--- src/rtl/fetch_stage_pkg.sv ---
// Shared definitions for the fetch stage: reset defaults, FSM encoding and F/D payload.
// Used by fetch_stage and fd_reg.
package fetch_stage_pkg;

    localparam logic [31:0] DEF_RESET_PC  = 32'h0000_3000;
    localparam logic [31:0] DEF_NOP_INSTR = 32'h0000_0000;
    localparam logic [31:0] IMEM_WINDOW   = 32'h0000_4000;

    typedef enum logic {
        BOOT = 1'b0,
        RUN  = 1'b1
    } state_t;

    typedef struct packed {
        logic [31:0] pc;
        logic [31:0] instr;
        logic        valid;
    } fd_t;

endpackage

--- src/rtl/fetch_stage_fd_reg.sv ---
// Generic pipeline register with enable, clear and synchronous reset.
// On clear, bits selected by CLR_KEEP pass through from d; the rest load CLR_VAL.
module fd_reg #(
    parameter int           W        = 1,
    parameter logic [W-1:0] RST_VAL  = '0,
    parameter logic [W-1:0] CLR_VAL  = '0,
    parameter logic [W-1:0] CLR_KEEP = '0
) (
    input  logic         clk,
    input  logic         reset,
    input  logic         en,
    input  logic         clr,
    input  logic [W-1:0] d,
    output logic [W-1:0] q
);

    always_ff @(posedge clk) begin
        if (reset) begin
            q <= RST_VAL;
        end else if (en) begin
            q <= clr ? ((d & CLR_KEEP) | CLR_VAL) : d;
        end
    end

endmodule

--- src/rtl/fetch_stage.sv ---
// F-stage PC register, F/D pipeline register, BOOT/RUN FSM and performance counters.
// Optional macro FETCH_ADEL_CHECK_EN adds instruction address-error detection.
module fetch_stage
    import fetch_stage_pkg::*;
#(
    parameter logic [31:0] RESET_PC  = DEF_RESET_PC,
    parameter logic [31:0] NOP_INSTR = DEF_NOP_INSTR,
    parameter int          CNT_W     = 32
) (
    input  logic             clk,
    input  logic             reset,
    input  logic [31:0]      F_nextPC,
    input  logic             stall,
    input  logic             D_flush,
    input  logic [31:0]      i_inst_rdata,
    output logic [31:0]      i_inst_addr,
    output logic [31:0]      F_PC,
    output logic [31:0]      D_PC,
    output logic [31:0]      D_instr,
    output logic             D_valid,
    output logic [CNT_W-1:0] stall_cnt,
    output logic [CNT_W-1:0] fetch_cnt,
`ifdef FETCH_ADEL_CHECK_EN
    output logic             F_excAdEL,
    output logic             D_excAdEL,
    output logic             boot_first,
`endif
    output state_t           fsm_state
);

    localparam logic [CNT_W-1:0] CNT_ONE = {{(CNT_W-1){1'b0}}, 1'b1};

    localparam fd_t FD_RST  = '{pc: RESET_PC, instr: NOP_INSTR, valid: 1'b0};
    localparam fd_t FD_CLR  = '{pc: 32'h0,    instr: NOP_INSTR, valid: 1'b0};
    // A flushed bubble still records the PC it replaced.
    localparam fd_t FD_KEEP = '{pc: 32'hFFFF_FFFF, instr: 32'h0, valid: 1'b0};

    fd_t         fd_d;
    fd_t         fd_q;
    logic [31:0] fetch_word;

    assign i_inst_addr = F_PC;

`ifdef FETCH_ADEL_CHECK_EN
    logic [31:0] pc_offset;
    assign pc_offset  = F_PC - RESET_PC;
    // Unsigned offset catches both below-window and above-window addresses.
    assign F_excAdEL  = (F_PC[1:0] != 2'b00) || (pc_offset >= IMEM_WINDOW);
    assign fetch_word = F_excAdEL ? NOP_INSTR : i_inst_rdata;

    fd_reg #(
        .W(1), .RST_VAL(1'b0), .CLR_VAL(1'b0), .CLR_KEEP(1'b0)
    ) u_fd_exc (
        .clk   (clk),
        .reset (reset),
        .en    (~stall),
        .clr   (D_flush),
        .d     (F_excAdEL),
        .q     (D_excAdEL)
    );
`else
    assign fetch_word = i_inst_rdata;
`endif

    assign fd_d = '{pc: F_PC, instr: fetch_word, valid: 1'b1};

    fd_reg #(
        .W        ($bits(fd_t)),
        .RST_VAL  (FD_RST),
        .CLR_VAL  (FD_CLR),
        .CLR_KEEP (FD_KEEP)
    ) u_fd (
        .clk   (clk),
        .reset (reset),
        .en    (~stall),
        .clr   (D_flush),
        .d     (fd_d),
        .q     (fd_q)
    );

    assign D_PC    = fd_q.pc;
    assign D_instr = fd_q.instr;
    assign D_valid = fd_q.valid;

    always_ff @(posedge clk) begin
        if (reset) begin
            F_PC      <= RESET_PC;
            fsm_state <= BOOT;
            stall_cnt <= '0;
            fetch_cnt <= '0;
`ifdef FETCH_ADEL_CHECK_EN
            boot_first <= 1'b0;
`endif
        end else begin
            fsm_state <= RUN;
            if (stall) begin
                stall_cnt <= stall_cnt + CNT_ONE;
            end else begin
                F_PC <= F_nextPC;
                if (!D_flush) begin
                    fetch_cnt <= fetch_cnt + CNT_ONE;
                end
`ifdef FETCH_ADEL_CHECK_EN
                // Marks the instruction fetched on the single BOOT cycle.
                boot_first <= (fsm_state == BOOT) && !D_flush;
`endif
            end
        end
    end

endmodule

--- config.mk ---
export PLATFORM = sky130hd
export DESIGN_NAME = fetch_stage
export DESIGN_NICKNAME = d
export VERILOG_FILES = /design/src/rtl/fetch_stage_pkg.sv /design/src/rtl/fetch_stage_fd_reg.sv /design/src/rtl/fetch_stage.sv
export SDC_FILE = /design/constraint.sdc
export NUM_CORES = 1
export LEC_CHECK = 0
export CORE_MARGIN = 1.5
export CORE_UTILIZATION = 35
export CTS_CLUSTER_DIAMETER = 200
export DETAILED_ROUTE_END_ITERATION = 8
export PLACE_DENSITY_LB_ADDON = 0.15
export SLEW_MARGIN = 20
export SYNTH_ARGS = -nofsm -noshare
export SYNTH_HDL_FRONTEND = slang
export SYNTH_SLANG_ARGS = --single-unit
--- constraint.sdc ---
create_clock -name clk -period 5.38 [get_ports clk]
set_input_delay 1.076 -clock clk [delete_from_list [all_inputs] [get_ports clk]]
set_output_delay 1.076 -clock clk [all_outputs]
set_load 0.005 [all_outputs]
==> results.toml, run 1 <==
[hold_path]
hp-start = "u_fd.q[58]"
min_path_type = "flop to flop"
hold_path_depth = 2
hold_end = "u_fd.q[58]"

[finish]
drive_gt1_share_pct = 4.42
syn2layout_area_growth_pct = 47.3
final_nets = 985
finalInstanceArea_mm2 = 0.00974
diodes = 0
fillers = 1737

[power_and_ir_drop]
irDropWorstVdd_mv = 0.211
power_switching_share_pct = 21.9
power_uw = 2780
p_leak_uw = 0.00356
internal-power_uw = 2170
switchingPower_uw = 607
p_comb_share_pct = 9.1
p_clk_share_pct = 45.4
power_density_mw_per_mm2 = 285
seq_power_share_pct = 45.5

[clocking]
cts_resized = 0
cts_tree = "done"
cts_setup_buffers = 0
clk_latency_ns = 0.42
htreeDepth = 4
clockRootBuffer = "clkbuf_16"
numCtsBuffers = 17
clk_pin_slew_ns = 0.06
cts_sinks = 162
holdBufCountCts = 0
clk_path_buf_depth = 2

[routing]
initialDrtViolationCount = 210
drc_errors = 0
ant_nets = 0
first_pass_iters = 4
vias = 5769
routedWlPerCell_um = 15.3
vias_per_cell = 4.97
wirelength_mm = 17.7

[setup_path]
cp-start-kind = "input pin"
ff2ff_path_depth = 4
critical_path.max_stage_delay_ns = 0.65
crit_type = "input pin to flop"
reg2reg_to = "stall_cnt[28]"
r2r-start = "stall_cnt[3]"
ff2ff_setup_slack_ns = 3.03
crit_path_max_fanout = 15
worstPathArrival_ns = 3.28
end_kind = "flop"
worst-path-buf-inv = 1
cp.required_ns = 5.73
cp_slowest_cell = "or4_1"
path_cells = "clkdlybuf4s50_1, and4bb_1, nand4_1, or4_1, a21oi_1"
critPathTopFamily = "simple AND/OR/NAND/NOR gates"

[logic_synthesis]
avgSynthCellArea_um2 = 9.36
synth.top_cell.area_share_pct = 49.1
synth_area_leader_cell = "dfxtp_1"
synth_compound_area_share_pct = 10.1
synth-simple-area-share_pct = 20.1
synthAdderAreaFrac_pct = 0.379
ys_types = 38
syn_nets = 776
synth.mux.area_fraction_pct = 10.2
synthTopCellsByArea = "dfxtp_1 49%, mux2i_1 9.8%, nor2_1 7.0%, buf_4 3.6%, a22oi_1 3.5%"
synth_xor_area_share_pct = 3.31
syn_area_mm2 = 0.00661
synthTopCellsByCount = "162 x dfxtp_1, 123 x nor2_1, 65 x mux2i_1, 37 x a21oi_1"
seq_area_frac_synth_pct = 49.1
ys_ff_latch = 162
synth_flop_cell = "dfxtp_1"
synth_top_family_by_area = "simple AND/OR/NAND/NOR gates"
async_flop_share_pct = 0
synth.most_common_cell = "dfxtp_1"
synth_edf_count = 0
synth_cells = 706
synth_warnings = 0

[floorplan]
io_pins = 262
die_w_um = 140
initial_core_util_pct = 35.6
fp-row-count = 50
core_mm2 = 0.0186
die_area_mm2 = 0.0197
die_h_um = 140

[place]
dp_hpwl_mm = 12.3
post_dp_cell_area_mm2 = 0.00912
dp_slack_ns = 2.01
gp_congestion = 0.804
io_buffers = 261

[sta]
maxSlewViolCount = 0
finalCritPeriodShare_pct = 54.5
clock_skew_ns = 0.0111
tns_ns = 0
layout_setup_ws_ns = 2.45
fin_hold_ws_ns = 0.490
tightest_slew_ns = 0.977
finalHoldViolCount = 0
setup_viol = 0
min_period_ns = 2.93
rsz0062_at_grt = "no"
max_slew_margin_pct = 34.8
timing.fmax_mhz = 341

[global_route]
grt_pass1_vias = 5313
grt_max_degree = 69
grt_pass1_wl_mm = 28.3
antenna_found_initial = 0
grt.overflow.total = 0
grt_usage_pct = 18.0

[run]
maxCapViolations = 0

[status]
outcome = "finished, final reports clean"
## sequential cells by signal, indices dropped and copies added (netlist names)
register and cells:
F_PC 32, fetch_cnt 32, fsm_state 1, stall_cnt 32, u_fd.q 65
## metrics by stage
stage / std cells / utilization, %
floorplan: 706 / -
global placement: 1130 / 49.1
detailed placement: 1130 / 49.1
CTS: 1161 / 52.4
global route: 1161 / 52.4
finish: 1161 / 52.4
## how the worst max path moves through the flow
stage	from	endpoint	slack (ns)	depth (start not counted)
2_1_floorplan	stall	fetch_cnt[30]	2.78	6
3_3_place_gp	D_flush	fetch_cnt[27]	2.08	5
3_5_place_dp	D_flush	fetch_cnt[27]	2.01	5
4_1_cts	D_flush	fetch_cnt[27]	2.47	5
5_1_grt	D_flush	fetch_cnt[23]	2.29	5
6_report	D_flush	fetch_cnt[31]	2.45	5
## worst register-to-register path: cells and delay by family, from the launching register on
family / cells / cell delay [ns]
flip-flops: 1 / 0.42
AND/OR/NAND/NOR: 3 / 1.70
AO/OA/AOI/OAI: 1 / 0.15
## cells by family after synthesis
group           count (synthesis)
compound gates                105
xor+xnor                       25
fa+ha+maj                       2
buf+inv                        83
flops                         162
mux                            67
simple gates                  262
## cell usage in the layout (no fill, tap or decap), drive strengths merged, types with 6 or more instances in the layout
| master | n |
|---|---|
| mux2i | 65 |
| or3 | 16 |
| clkdlybuf4s50 | 259 |
| or4 | 21 |
| xor2 | 11 |
| dfxtp | 162 |
| o21ai | 12 |
| nand4 | 20 |
| nand3 | 16 |
| inv | 8 |
| o31ai | 23 |
| nand2 | 28 |
| buf | 6 |
| a22oi | 31 |
| nor2 | 123 |
| clkbuf | 23 |
| and4 | 8 |
| xnor2 | 14 |
| and3 | 6 |
| nor4 | 9 |
| a21oi | 37 |
## cell type report
class | count | area [µm²] | area share (%)
timing repair buffer | 265 | 2640 | 27.1
inverter | 8 | 30.0 | 0.308
clock buffer | 23 | 488 | 5.01
tap | 234 | 293 | 3.01
multi-input combinational | 461 | 2920 | 30.0
sequential | 162 | 3240 | 33.3
clock inverter | 8 | 126 | 1.30
## layer usage
layer,part of all wire [%],vias to the layer above,global-route usage (%)
li1,-,2897,-
met1,44,2670,22.5
met2,46,184,28.6
met3,8.3,18,6.36
met4,1.6,0,6.81
met5,0,-,0
## power by group through the flow
stage	combinational, µW	clock [µW]	sequential, µW
after floorplan	108	0	1290
after detailed placement	256	0	1290
after global placement	256	0	1290
after global routing	274	1350	1270
after CTS	258	1290	1260
final	254	1260	1260
No activity file was read; power rests on OpenSTA's default activity.
==> run 2, diff against run 1 <==
Clock period 5.38 ns to 2.85 ns, I/O delays scaled along.
==> run 2 against run 1 <==
Compared with the run above:
- clock skew barely moved
- register-to-register slack got worse by 2.3 ns
- sequential share of layout area shrank 0.20 points
- first-iteration DRC count shrank 15%
- setup slack worse by 1.8 ns
- utilization increased by 0.32 points
- critical path type unchanged
- combinational power increased by 90%
- critical path depth unchanged
- die area unchanged
- largest power group is now the clock network
- wire length rose by 0.27%
- design area grew 0.60%
- clock power up 92%
==> results.toml, run 2 (synthesis gave the netlist of run 1 again) <==
[floorplan]
fp-row-count = 50
io_pins = 262
core_mm2 = 0.0186
die_w_um = 140
initial_core_util_pct = 35.6
die_h_um = 140
die_area_mm2 = 0.0197

[place]
gp_congestion = 0.777
post_dp_cell_area_mm2 = 0.00918
dp_hpwl_mm = 12.4
io_buffers = 261

[routing]
vias = 5808
routedWlPerCell_um = 15.2
drc_errors = 0
initialDrtViolationCount = 178
ant_nets = 0
first_pass_iters = 5
wirelength_mm = 17.8
vias_per_cell = 4.97

[finish]
final_cell_mix = "259 x clkdlybuf4s50_1, 162 x dfxtp_1, 122 x nor2_1"
regMostFlops = "u_fd.q"
finalInstanceArea_mm2 = 0.00979
multi_input_area_mm2 = 0.00292
seqCellArea_mm2 = 0.00324
fillers = 1728
largest_reg_flops = 65
syn2layout_area_growth_pct = 48.2
drive_gt1_share_pct = 5.14
final_nets = 991
diodes = 0
final_common_cell = "clkdlybuf4s50_1"

[setup_path]
end_kind = "flop"
ff2ff_setup_slack_ns = 0.68
crit_path_max_fanout = 16
ff2ff_path_depth = 5
cp_slowest_cell = "or4_1"
r2r-start = "stall_cnt[0]"
reg2reg_to = "stall_cnt[24]"
cp-start-kind = "input pin"
worstPathArrival_ns = 2.52
worst-path-buf-inv = 1
crit_type = "input pin to flop"
critPathTopFamily = "simple AND/OR/NAND/NOR gates"
critical_path.max_stage_delay_ns = 0.56
cp.required_ns = 3.19
path_cells = "clkdlybuf4s50_1, or3b_4, nand4b_4, or4_1, a21oi_1"

[global_route]
grt_usage_pct = 18.2
grt_pass1_wl_mm = 28.7
antenna_found_initial = 0
grt_pass1_vias = 5460
grt_max_degree = 57
grt.overflow.total = 0

[power_and_ir_drop]
power_switching_share_pct = 22.4
seq_power_share_pct = 45.1
switchingPower_uw = 1180
power_uw = 5280
p_clk_share_pct = 45.7
irDropWorstVdd_mv = 0.392
internal-power_uw = 4100
p_leak_uw = 0.00360
p_comb_share_pct = 9.1
power_density_mw_per_mm2 = 539

[run]
maxCapViolations = 0

[clocking]
clk_path_buf_depth = 2
cts_resized = 0
clockRootBuffer = "clkbuf_16"
cts_setup_buffers = 0
htreeDepth = 4
numCtsBuffers = 17
cts_tree = "done"
clk_pin_slew_ns = 0.07
cts_sinks = 162
holdBufCountCts = 0
clk_latency_ns = 0.42

[hold_path]
hold_path_depth = 2
hp-start = "fetch_cnt[31]"
min_path_type = "flop to flop"
hold_end = "fetch_cnt[31]"

[sta]
setup_viol = 0
tns_ns = 0
tightest_slew_ns = 0.629
max_slew_margin_pct = 58.1
timing.fmax_mhz = 459
clock_skew_ns = 0.0111
min_period_ns = 2.18
rsz0062_at_grt = "no"
finalHoldViolCount = 0
finalCritPeriodShare_pct = 76.4
maxSlewViolCount = 0
fin_hold_ws_ns = 0.484

[status]
outcome = "finished, final reports clean"
==> run 2: cell count changes in the layout (fill, tap and decap cells not counted), moves of 2 or more <==
| cell | before | now |
|---|---|---|
| buf_4 | 6 | 11 |
| clkbuf_8 | 4 | 0 |
| clkinv_2 | 1 | 4 |
| clkinvlp_4 | 3 | 1 |
| inv_6 | 0 | 2 |
==> run 2: area by class of cell <==
cell class	instances	share of cell area (%)
tap	234	2.99
clock inverter	13	1.87
timing repair buffer	271	27.5
multi-input combinational	461	29.8
clock buffer	19	4.42
sequential	162	33.1
inverter	8	0.307
==> run 2: metal layers <==
| metal | track usage (%) | wire, µm | share of wire, % |
|---|---|---|---|
| met1 | 22.3 | 7670 | 43 |
| met2 | 29.4 | 8440 | 47 |
| met3 | 6.97 | 1520 | 8.5 |
| met4 | 5.65 | 169 | 0.95 |
| met5 | 0 | 0 | 0 |
==> run 2: worst max path at each step <==
stage,startpoint,end,slack [ns],cells after the start
global route,stall_cnt[0],stall_cnt[20],0.46,5
global placement,D_flush,fetch_cnt[18],0.28,5
detailed placement,D_flush,fetch_cnt[28],0.25,5
CTS,stall_cnt[0],stall_cnt[24],0.68,5
floorplan,stall,fetch_cnt[30],0.76,6
finish,D_flush,fetch_cnt[28],0.67,5
==> run 2: power by group through the flow <==
stage	clock network, µW	logic (µW)	registers, µW
after floorplan	0	204	2430
after global placement	0	488	2440
after detailed placement	0	488	2440
after CTS	2480	490	2390
after global routing	2580	523	2390
final	2420	483	2390
==> run 2: through the flow <==
stage                     util, %  worst slack (ns)  cells
after floorplan                 -             0.755    706
after global placement       49.4             0.283   1136
after detailed placement     49.4             0.251   1136
after CTS                    52.7             0.677   1168
after global routing         52.7             0.456   1168
final                        52.7             0.672   1168
==> run 2: tightest hold or removal path: stages, from the launching register on <==
cell	delay, ns
dfxtp_1	0.32
o31ai_1	0.07
a21oi_1	0.05
==> run 3, diff against run 2 <==
Clock period 2.85 ns to 2 ns, I/O delays scaled along.
==> run 3 against run 2 <==
Compared with the run above:
- clock power grew 40%
- design area grew 3.9%
- non-clock buffer count grew 41
- global-route usage is 0.19 points higher
- hold slack worse by 0.19 ns
- utilization is 2.0 points higher
- count of clock-buffer cells in the layout rose by 1
- sequential power up 42%
- power grew 42%
- sequential share of layout area fell by 1.2 points
- die area unchanged
- wire length rose by 3.2%
==> results.toml, run 3 (synthesis gave the netlist of run 1 again) <==
[clocking]
clockRootBuffer = "clkbuf_16"
numCtsBuffers = 17
clk_pin_slew_ns = 0.07
cts_sinks = 162
clk_path_buf_depth = 2
htreeDepth = 4
cts_setup_buffers = 0
cts_tree = "done"
clk_latency_ns = 0.42

[sta]
min_period_ns = 1.95
finalHoldViolCount = 0
maxSlewViolCount = 0
fin_hold_ws_ns = 0.297
rsz0062_at_grt = "no"
tightest_slew_ns = 0.426
max_slew_margin_pct = 71.3
timing.fmax_mhz = 513
setup_viol = 0
clock_skew_ns = 0.00886
finalCritPeriodShare_pct = 97.5

[finish]
final_nets = 1033
largest_reg_flops = 65
finalInstanceArea_mm2 = 0.0102
final_common_cell = "clkdlybuf4s50_1"
syn2layout_area_growth_pct = 54.0
diodes = 0
final_cell_mix = "259 x clkdlybuf4s50_1, 162 x dfxtp_1, 122 x nor2_1"
utilization_pct = 54.8
seqCellArea_mm2 = 0.00324
regMostFlops = "u_fd.q"
multi_input_area_mm2 = 0.00296
drive_gt1_share_pct = 9.74
fillers = 1714
final_cells = 1209

[routing]
wl_met2_mm = 8.75
routedWlPerCell_um = 15.2
first_pass_iters = 4
drc_errors = 0
wirelength_mm = 18.4
vias = 5978
dr_wl_met3_mm = 1.36
routedLengthMet1_mm = 8.06
initialDrtViolationCount = 232
dr.max_layer_used = "met4"
ant_nets = 0
vias_per_cell = 4.94

[global_route]
grt_pass1_wl_mm = 29.0
antenna_found_initial = 0
grt_pass1_vias = 5593
grt_max_degree = 72
grt_usage_pct = 18.4
grt.overflow.total = 0

[place]
dp_hpwl_mm = 12.8
post_dp_cell_area_mm2 = 0.00952
gp_congestion = 0.799
placedCellCount = 1177
io_buffers = 261

[setup_path]
crit_path_max_fanout = 7
r2r-start = "fetch_cnt[0]"
worstPathArrival_ns = 2.29
reg2reg_to = "fetch_cnt[20]"
ff2ff_setup_slack_ns = 0.05
cp-start-kind = "flop"
end_kind = "flop"
startpoint = "fetch_cnt[0]"
crit_type = "flop to flop"
cp.required_ns = 2.34
endpoint = "fetch_cnt[20]"
ff2ff_path_depth = 5

[hold_path]
min_path_type = "input pin to flop"

[status]
outcome = "finished, final reports clean"

[floorplan]
fp-row-count = 50
initial_core_util_pct = 35.6
die_area_mm2 = 0.0197
io_pins = 262
die_h_um = 140
core_mm2 = 0.0186
die_w_um = 140

[power_and_ir_drop]
p_leak_uw = 0.00384
power_uw = 7490
power_density_mw_per_mm2 = 737
irDropWorstVdd_mv = 0.546

[run]
maxCapViolations = 0
[run 3: cell types whose count changed in the layout (fill, tap and decap cells not counted), moves of 2 or more]
cell	change
a21oi_2	+2
buf_4	+38
clkbuf_8	+2
a21oi_1	-2
buf_12	+3
clkinv_2	-2
[run 3: stage by stage]
stage | setup WS [ns] | setup TNS (ns)
final | 0.0507 | 0
after global routing | 0.00107 | 0
after CTS | 0.00141 | 0
after detailed placement | -0.336 | -3.73
after global placement | -0.283 | -3.11
after floorplan | 0.0203 | 0
[run 3: worst min-delay path by stage]
stage / startpoint / slack, ns / endpoint / cells after the start
global route: reset / 0.31 / stall_cnt[24] / 2
CTS: reset / 0.30 / stall_cnt[21] / 2
floorplan: fetch_cnt[31] / 0.47 / fetch_cnt[31] / 2
detailed placement: u_fd.q[46] / 0.46 / u_fd.q[46] / 2
global placement: fetch_cnt[31] / 0.46 / fetch_cnt[31] / 2
finish: reset / 0.30 / stall_cnt[24] / 2
[run 3: critical path, stage by stage, from the launching register on]
cell	delay, ns
dfxtp_1	0.34
ha_1	0.17
or3b_4	0.42
nand4b_4	0.23
or4_1	0.55
a21oi_1	0.17
[run 3: routing by layer]
layer	up-vias	global-route usage (%)
met5	-	0
met3	13	6.53
met4	0	5.71
met2	179	30.6
met1	2786	22.2
li1	3000	-
[run 3: timing repair]
| action | CTS | global route |
|---|---|---|
| hold buffers | 0 | 0 |
| setup endpoints to repair | 0 | 14 |
| gates resized for setup | 0 | 6 |
[run 3: layout make-up]
class,count,area share [%]
Inverter,8,0.295
Timing Repair Buffer,312,29.9
Multi-Input combinational cell,462,29.1
Clock inverter,11,1.50
Clock buffer,20,4.49
Tap cell,234,2.88
Sequential cell,162,31.9
[run 3: where the power goes]
group          leakage (µW)  internal [µW]  switching, µW
clock              0.000294           2040           1350
sequential          0.00132           3320           71.2
combinational       0.00223            449            268
